<file path="src/rtl/custom_fifo_pkg.sv">
// rtl/custom_fifo_pkg.sv - shared types and constants for the FIFO read-side packer
package custom_fifo_pkg;

   typedef enum logic {
      FILL = 1'b0,
      HOLD = 1'b1
   } rdpk_state_t;

   localparam int BEAT_CNT_W = 16;

endpackage

</file>
<file path="src/rtl/custom_rdpk_idle_timer.sv">
// rtl/custom_rdpk_idle_timer.sv - saturating idle counter for the read packer
// Counts every cycle it is not cleared and sticks at TIMEOUT-1, flagging expiry there.
module custom_rdpk_idle_timer #(
   parameter int TIMEOUT = 16
) (
   input  logic i_clk,
   input  logic i_rst,
   input  logic i_clr,
   output logic o_expired
);

   localparam int                IDLE_W = $clog2(TIMEOUT);
   localparam logic [IDLE_W-1:0] LAST   = IDLE_W'(TIMEOUT - 1);

   logic [IDLE_W-1:0] r_idle_cnt;

   always_ff @(posedge i_clk or posedge i_rst) begin
      if (i_rst) begin
         r_idle_cnt <= '0;
      end else if (i_clr) begin
         r_idle_cnt <= '0;
      end else if (r_idle_cnt != LAST) begin
         r_idle_cnt <= r_idle_cnt + 1'b1;
      end
   end

   assign o_expired = (r_idle_cnt == LAST);

endmodule

</file>
<file path="src/rtl/custom_fifo_rd_packer.sv">
// rtl/custom_fifo_rd_packer.sv - packs RATIO show-ahead FIFO words into one keep-masked beat
// Lane 0 holds the oldest word; partial beats leave on idle timeout or flush.
module custom_fifo_rd_packer
   import custom_fifo_pkg::*;
#(
   parameter int DATASIZE = 8,
   parameter int RATIO    = 4,
   parameter int TIMEOUT  = 16
) (
   input  logic                      rclk_i,
   input  logic                      rrst_i,
   input  logic                      fifo_empty,
   input  logic [DATASIZE-1:0]       dout,
   output logic                      ren,
   input  logic                      flush_i,
   output logic [DATASIZE*RATIO-1:0] m_data,
   output logic [RATIO-1:0]          m_keep,
   output logic                      m_valid,
   input  logic                      m_ready,
   output logic [BEAT_CNT_W-1:0]     beat_cnt_o
);

   localparam int                LANE_W    = $clog2(RATIO);
   localparam logic [LANE_W-1:0] LAST_LANE = LANE_W'(RATIO - 1);

   rdpk_state_t               r_state;
   rdpk_state_t               w_state_nxt;
   logic [LANE_W-1:0]         r_lane_cnt;
   logic [DATASIZE*RATIO-1:0] r_data;
   logic [RATIO-1:0]          r_keep;
   logic                      r_valid;
   logic [BEAT_CNT_W-1:0]     r_beat_cnt;

   logic w_pop;
   logic w_handshake;
   logic w_emit;
   logic w_timeout;
   logic w_idle_clr;

   assign w_handshake = r_valid && m_ready;

   // A popped word joins the beat before any flush; without a pop, only a non-empty beat can leave.
   assign w_emit = (r_state == FILL) &&
                   (w_pop ? ((r_lane_cnt == LAST_LANE) || flush_i)
                          : ((r_lane_cnt != '0) && (flush_i || w_timeout)));

   assign w_idle_clr = (r_state == HOLD) || w_pop || (r_lane_cnt == '0);

   custom_rdpk_idle_timer #(
      .TIMEOUT (TIMEOUT)
   ) u_idle_timer (
      .i_clk     (rclk_i),
      .i_rst     (rrst_i),
      .i_clr     (w_idle_clr),
      .o_expired (w_timeout)
   );

   always_ff @(posedge rclk_i or posedge rrst_i) begin
      if (rrst_i) begin
         r_state <= FILL;
      end else begin
         r_state <= w_state_nxt;
      end
   end

   always_comb begin
      w_state_nxt = r_state;
      case (r_state)
         FILL: if (w_emit)      w_state_nxt = HOLD;
         HOLD: if (w_handshake) w_state_nxt = FILL;
         default:               w_state_nxt = FILL;
      endcase
   end

   // Popping in HOLD is only safe when the held beat leaves this same cycle.
   always_comb begin
      w_pop = 1'b0;
      if (!rrst_i && !fifo_empty) begin
         if (r_state == FILL) begin
            w_pop = 1'b1;
         end else begin
            w_pop = m_ready;
         end
      end
   end

   assign ren = w_pop;

   always_ff @(posedge rclk_i or posedge rrst_i) begin
      if (rrst_i) begin
         r_lane_cnt <= '0;
         r_data     <= '0;
         r_keep     <= '0;
         r_valid    <= 1'b0;
         r_beat_cnt <= '0;
      end else if (r_state == FILL) begin
         if (w_pop) begin
            for (int i = 0; i < RATIO; i++) begin
               if (r_lane_cnt == LANE_W'(i)) begin
                  r_data[i*DATASIZE +: DATASIZE] <= dout;
                  r_keep[i]                      <= 1'b1;
               end
            end
            r_lane_cnt <= w_emit ? '0 : r_lane_cnt + 1'b1;
         end else if (w_emit) begin
            r_lane_cnt <= '0;
         end
         r_valid <= w_emit;
      end else if (w_handshake) begin
         r_beat_cnt <= r_beat_cnt + 1'b1;
         r_valid    <= 1'b0;
         r_data     <= '0;
         r_keep     <= '0;
         if (w_pop) begin
            r_data[DATASIZE-1:0] <= dout;
            r_keep[0]            <= 1'b1;
            r_lane_cnt           <= LANE_W'(1);
         end
      end
   end

   assign m_data     = r_data;
   assign m_keep     = r_keep;
   assign m_valid    = r_valid;
   assign beat_cnt_o = r_beat_cnt;

endmodule

</file>
<file path="config.mk">
export PLATFORM = sky130hd
export DESIGN_NAME = custom_fifo_rd_packer
export DESIGN_NICKNAME = d
export VERILOG_FILES = /design/src/rtl/custom_fifo_pkg.sv /design/src/rtl/custom_rdpk_idle_timer.sv /design/src/rtl/custom_fifo_rd_packer.sv
export SDC_FILE = /design/constraint.sdc
export NUM_CORES = 1
export LEC_CHECK = 0
export BUFFER_PORTS_ARGS = -buffer_cell sky130_fd_sc_hd__buf_4
export CAP_MARGIN = 20
export CORE_MARGIN = 2
export CORE_UTILIZATION = 34
export CTS_CLUSTER_DIAMETER = 150
export DETAILED_ROUTE_END_ITERATION = 6
export SLEW_MARGIN = 20
export SYNTH_ARGS = -nofsm -noshare
export SYNTH_HDL_FRONTEND = slang
export SYNTH_SLANG_ARGS = --single-unit
</file>
<file path="constraint.sdc">
create_clock -name rclk_i -period 2.21 [get_ports rclk_i]
set_input_delay 0.442 -clock rclk_i [delete_from_list [all_inputs] [get_ports rclk_i]]
set_output_delay 0.442 -clock rclk_i [all_outputs]
set_load 0.1 [all_outputs]
</file>
==> results of run 1 <==
==> final timing paths <==
kind	slack, ns	start	cells after the start	end
setup / recovery	0.36	r_state$_DFF_PP0_	3	ren
hold / removal	0.19	rrst_i	3	u_idle_timer.r_idle_cnt[1]$_DFFE_PP0P_
setup reg to reg	0.55	r_state$_DFF_PP0_	3	m_data[10]$_DFFE_PP0P_
hold reg to reg	0.48	beat_cnt_o[15]$_DFFE_PP0P_	1	beat_cnt_o[15]$_DFFE_PP0P_
max in group asynchronous	1.75	rrst_i	3	m_data[5]$_DFFE_PP0P_
min in group rclk_i	0.35	dout[2]	3	m_data[18]$_DFFE_PP0P_
==> per-layer routing <==
layer  vias up  part of all wire, %
met5         -                    0
met4         0                  1.6
met3         7                  4.3
met2        41                   47
met1       966                   47
li1        985                    -
==> registers in the layout, summed over array words and instances (netlist names) <==
register / count
beat_cnt_o: 16
u_idle_timer.r_idle_cnt: 4
m_valid: 1
m_data: 32
r_lane_cnt: 2
r_state: 1
m_keep: 4
==> layout by cell type (no fill, tap or decap), drive strengths merged, types with 6 or more instances in the layout <==
| cell type | n |
|---|---|
| buf | 69 |
| nand2 | 61 |
| dfrtp | 60 |
| o21ai | 27 |
| nor2 | 19 |
| xnor2 | 12 |
| clkbuf | 12 |
| nand3 | 9 |
| a22o | 8 |
| ha | 6 |
==> final cells by class <==
cell class	instances	area, um2	area share [%]
well taps	99	124	3.66
clock inverters	2	35.0	1.04
inverters	3	11.3	0.333
clock buffers	12	155	4.59
multi-input cells	179	1020	30.3
flip-flops and latches	60	1500	44.4
repair buffers	69	531	15.7
==> cells by family after synthesis <==
family	share of synthesized area [%]
flip-flops	57.9
AO/OA/AOI/OAI	11.2
buffers and inverters	2.65
XOR/XNOR	5.41
multiplexers	0.386
AND/OR/NAND/NOR	19.5
adder cells (fa/ha/maj)	2.90
==> worst min-delay path: stages <==
cell    delay [ns]
buf_4         0.13
inv_2         0.06
buf_12        0.28
==> stage by stage <==
step                util [%]  area, um2  hold slack [ns]  instances
floorplan                  -       2590            0.492        253
global placement        43.5       3190            0.469        410
detailed placement      43.5       3190            0.472        410
CTS                     46.1       3380            0.196        424
global route            46.1       3380            0.206        424
finish                  46.1       3380            0.189        424
==> impl_metrics.toml, run 1 <==
[layout]
drive_gt1_share_pct = 28.6
nFillCells = 705
num_antenna_cells = 0
syn2layout_area_growth_pct = 30.5
final_nets = 341

[job]
drv_cap = 0

[timing]
relSlewSlack_pct = 65.6
drv_slew = 0
rsz0062_at_grt = "no"
final_hold_viol_count = 0
setup_viol = 0
max_freq_mhz = 539
period_minus_slack_ns = 1.85
finalWorstSetupSlack_ns = 0.356
finalCritPeriodShare_pct = 83.9
finalSetupTns_ns = 0
tightest_slew_ns = 0.516
fin_skew_ns = 0.00264

[worst_setup_path]
endpoint_kind = "primary output"
worstPathRequired_ns = 1.77
path_cells = "nor2b_1 -> nor2_2 -> buf_4"
crit_buf_inv = 1
cp_max_fo = 11
crit_slowest_cell = "dfrtp_1"
arrival_ns = 1.41
crit_path_start_kind = "flop"
path_delay_family = "flip-flops"
cpPeakStageDelay_ns = 0.51
critPathKind = "flop to primary output"

[outcome]
run_status = "finished, final reports clean"

[drt]
vias = 1999
remaining_drc_errors = 0
drtIter0Drc = 85
drt-total-wl_um = 5980
vias_per_cell = 4.71
wl_per_cell_um = 14.1
ant_nets = 0
first_pass_iters = 4

[grt]
grt_max_degree = 61
grt_first_pass_wirelength_um = 9830
grt_pass1_vias = 1980
use_met2_pct = 23.3
antenna_found_initial = 0
track_usage_pct = 15.2
met3_usage_pct = 3.82
busiest_layer = "met2"
gr-total-overflow = 0
met1_usage_pct = 19.9

[synthesis]
synth_area_um2 = 2590
ys.warnings.count = 0
synth_top_cell_by_area = "dfrtp_1"
yosysMostFrequentCell = "nand2_1"
ys_ff_latch = 60
syn_inst = 253
synth_flop_cell = "dfrtp_1"
synth_edf_count = 0
yosysUniqueCellTypes = 35
synth-async-reset-ratio_pct = 100
synth_common_cells = "61 x nand2_1, 60 x dfrtp_1, 25 x o21ai_0"
ys_seq_area_share_pct = 57.9
synth.top_cell.area_share_pct = 57.9
syn_nets = 272
avgSynthCellArea_um2 = 10.2
synth.area.top_cells = "dfrtp_1 58%, nand2_1 8.8%, o21ai_0 4.8%"

[worst_hold_path]
hold_path.class = "input port to async pin"

[clock_network]
cts_resized = 0
clkLatencyLatePin_ns = 0.33
cts-root-buf = "clkbuf_8"
cts_buffer_depth = 2
post_cts_buffers = 0
cts.reportedPaths.clkPinSlew_ns = 0.06
hold_buffers = 0
cts_sinks = 60
htree_levels = 3
cts_tree = "yes"
numCtsBuffers = 9

[floorplanning]
num_rows = 31
floorplan.initialDensity_pct = 35.4
io_pins = 67
die_h_um = 91.3
coreArea_um2 = 7330
die_area_um2 = 8340
die_w_um = 91.3

[placement]
place_ws_ns = 0.460
io_buffers = 66
gp_congestion = 0.782
dp_hpwl_um = 4190
Power of run 1 is not shown: default switching activity piles up to over one toggle a cycle in this logic, so the estimate is an artifact.
==> run 2, diff against run 1 <==
--- a/config.mk
+++ b/config.mk
@@ -5,6 +5,7 @@
 export SDC_FILE = /design/constraint.sdc
 export NUM_CORES = 1
 export LEC_CHECK = 0
+export ABC_AREA = 1
 export BUFFER_PORTS_ARGS = -buffer_cell sky130_fd_sc_hd__buf_4
 export CAP_MARGIN = 20
 export CORE_MARGIN = 2
==> constraint.sdc (replaced) <==
create_clock -name rclk_i -period 1.77 [get_ports rclk_i]
set_input_delay 0.354 -clock rclk_i [delete_from_list [all_inputs] [get_ports rclk_i]]
set_output_delay 0.354 -clock rclk_i [all_outputs]
set_load 0.1 [all_outputs]
==> run 2 against run 1 <==
Against the previous run: clock skew rose by 0.0051 ns; hold slack got worse by 0.17 ns; sequential share of layout area fell by 3.0 points; first-iteration DRC count rose by 69%; via count rose by 22%; routed wire length rose by 13%; cell count rose by 20%; highest routed layer unchanged; non-clock buffer count rose by 1; global-route usage rose by 0.59 points; count of clock-buffer cells in the layout fell by 3; cell area rose by 8.1%.
==> impl_metrics.toml, run 2 <==
[placement]
place_area_um2 = 3450
dp_hpwl_um = 4870
io_buffers = 66
gp_congestion = 0.824

[timing]
fin_skew_ns = 0.00779
fin_hold_ws_ns = 0.0230
drv_slew = 0
setup_viol = 0
relSlewSlack_pct = 70.1
finalCritPeriodShare_pct = 94.9
max_freq_mhz = 595
finalSetupTns_ns = 0
rsz0062_at_grt = "no"
tightest_slew_ns = 0.446
final_hold_viol_count = 0
period_minus_slack_ns = 1.68

[synthesis]
synth-async-reset-ratio_pct = 100
yosysMostFrequentCell = "nand2_1"
ys_seq_area_share_pct = 53.1
ys.warnings.count = 0
yosysUniqueCellTypes = 25
synth.top_cell.area_share_pct = 53.1
synth_common_cells = "93 x nand2_1, 60 x dfrtp_1, 40 x nand3_1"
ys_ff_latch = 60
avgSynthCellArea_um2 = 8.70
synth.area.top_cells = "dfrtp_1 53%, nand2_1 12%, nand3_1 7.1%"
synth_top_cell_by_area = "dfrtp_1"
synth_area_um2 = 2830
syn_inst = 325
syn_nets = 344
synth_edf_count = 0
synth_flop_cell = "dfrtp_1"

[grt]
antenna_found_initial = 0
grt_pass1_vias = 2269
grt_first_pass_wirelength_um = 11000
gr-total-overflow = 0
grt_max_degree = 44
track_usage_pct = 15.8

[floorplanning]
num_rows = 33
die_w_um = 95.2
die_area_um2 = 9070
floorplan.initialDensity_pct = 34.8
coreArea_um2 = 8130
die_h_um = 95.2
io_pins = 67

[layout]
final_cell_mix = "93 x nand2_1, 69 x buf_4, 50 x dfrtp_1"
num_antenna_cells = 0
drive_gt1_share_pct = 27.9
design_area_um2 = 3650
syn2layout_area_growth_pct = 29.2
largest_reg_flops = 32
final_common_cell = "nand2_1"
final_nets = 416

[clock_network]
cts-root-buf = "clkbuf_8"
clkLatencyLatePin_ns = 0.34
cts_buffer_depth = 2
numCtsBuffers = 9
cts_sinks = 60
htree_levels = 3
cts_tree = "yes"
cts.reportedPaths.clkPinSlew_ns = 0.07

[outcome]
run_status = "finished, final reports clean"

[worst_setup_path]
arrival_ns = 1.33
critPathKind = "flop to primary output"
endpoint_kind = "primary output"
crit_path_start_kind = "flop"
worstPathRequired_ns = 1.42
cp_max_fo = 5

[drt]
remaining_drc_errors = 0
vias = 2434
wl_per_cell_um = 13.3
first_pass_iters = 4
vias_per_cell = 4.80
ant_nets = 0
drt-total-wl_um = 6750
drtIter0Drc = 144

[job]
drv_cap = 0

[worst_hold_path]
hold_path.class = "input port to async pin"
## run 2: final cells by class
cell class	instances	area, um2
Sequential cell	60	1510
Timing Repair Buffer	70	538
Clock buffer	9	124
Clock inverter	7	75.1
Fill cell	792	4480
Inverter	25	97.6
Multi-Input combinational cell	231	1170
Tap cell	105	131
## run 2: metal layers
metal / track usage [%] / routed length (um) / vias up
met2: 23.4 / 3160 / 50
met4: 8.21 / 178 / 0
met1: 21.6 / 3140 / 1163
li1: - / - / 1207
met3: 3.72 / 277 / 14
met5: 0 / 0 / -
## run 2: through the flow
| stage | worst slack [ns] | instances | utilization (%) |
|---|---|---|---|
| after floorplan | 0.00708 | 325 | - |
| after detailed placement | 0.289 | 491 | 42.4 |
| after CTS | 0.0489 | 507 | 44.8 |
| final | 0.0901 | 507 | 44.9 |
| after global routing | 0.0232 | 507 | 44.9 |
| after global placement | 0.303 | 491 | 42.4 |
## run 2: logic make-up (layout without fill, tap and decap cells)
logic type               count (synthesis)  after routing  share of synthesized area, %
AO/OA/AOI/OAI                           43             43                          8.32
AND/OR/NAND/NOR                        171            171                          26.9
XOR/XNOR                                11             11                          3.41
buffers and inverters                   34            111                          5.66
flip-flops                              60             60                          53.1
adder cells (fa/ha/maj)                  6              6                          2.65
## run 2: worst paths after layout
kind / startpoint / end / slack [ns] / cells past startpoint
min in group rclk_i: dout[0] / m_data[0]$_DFFE_PP0P_ / 0.24 / 3
setup reg to reg: r_lane_cnt[0]$_DFFE_PP0P_ / r_state$_DFF_PP0_ / 0.30 / 6
hold reg to reg: m_data[12]$_DFFE_PP0P_ / m_data[12]$_DFFE_PP0P_ / 0.49 / 2
max in group asynchronous: rrst_i / m_data[7]$_DFFE_PP0P_ / 1.19 / 3
setup / recovery: r_state$_DFF_PP0_ / ren / 0.09 / 4
hold / removal: rrst_i / m_valid$_DFFE_PP0P_ / 0.02 / 2
## run 2: repair_timing
action / CTS / global route
setup endpoints to repair: 0 / 1
gates resized for setup: 0 / 1
hold buffers: 0 / 0
setup buffers: 0 / 0
## run 2: critical path, stage by stage, from the launching register on
cell and delay, ns:
dfrtp_1 0.41, inv_1 0.11, o21ai_4 0.18, inv_1 0.06, buf_4 0.23
Power of run 2 is left out for the same reason.
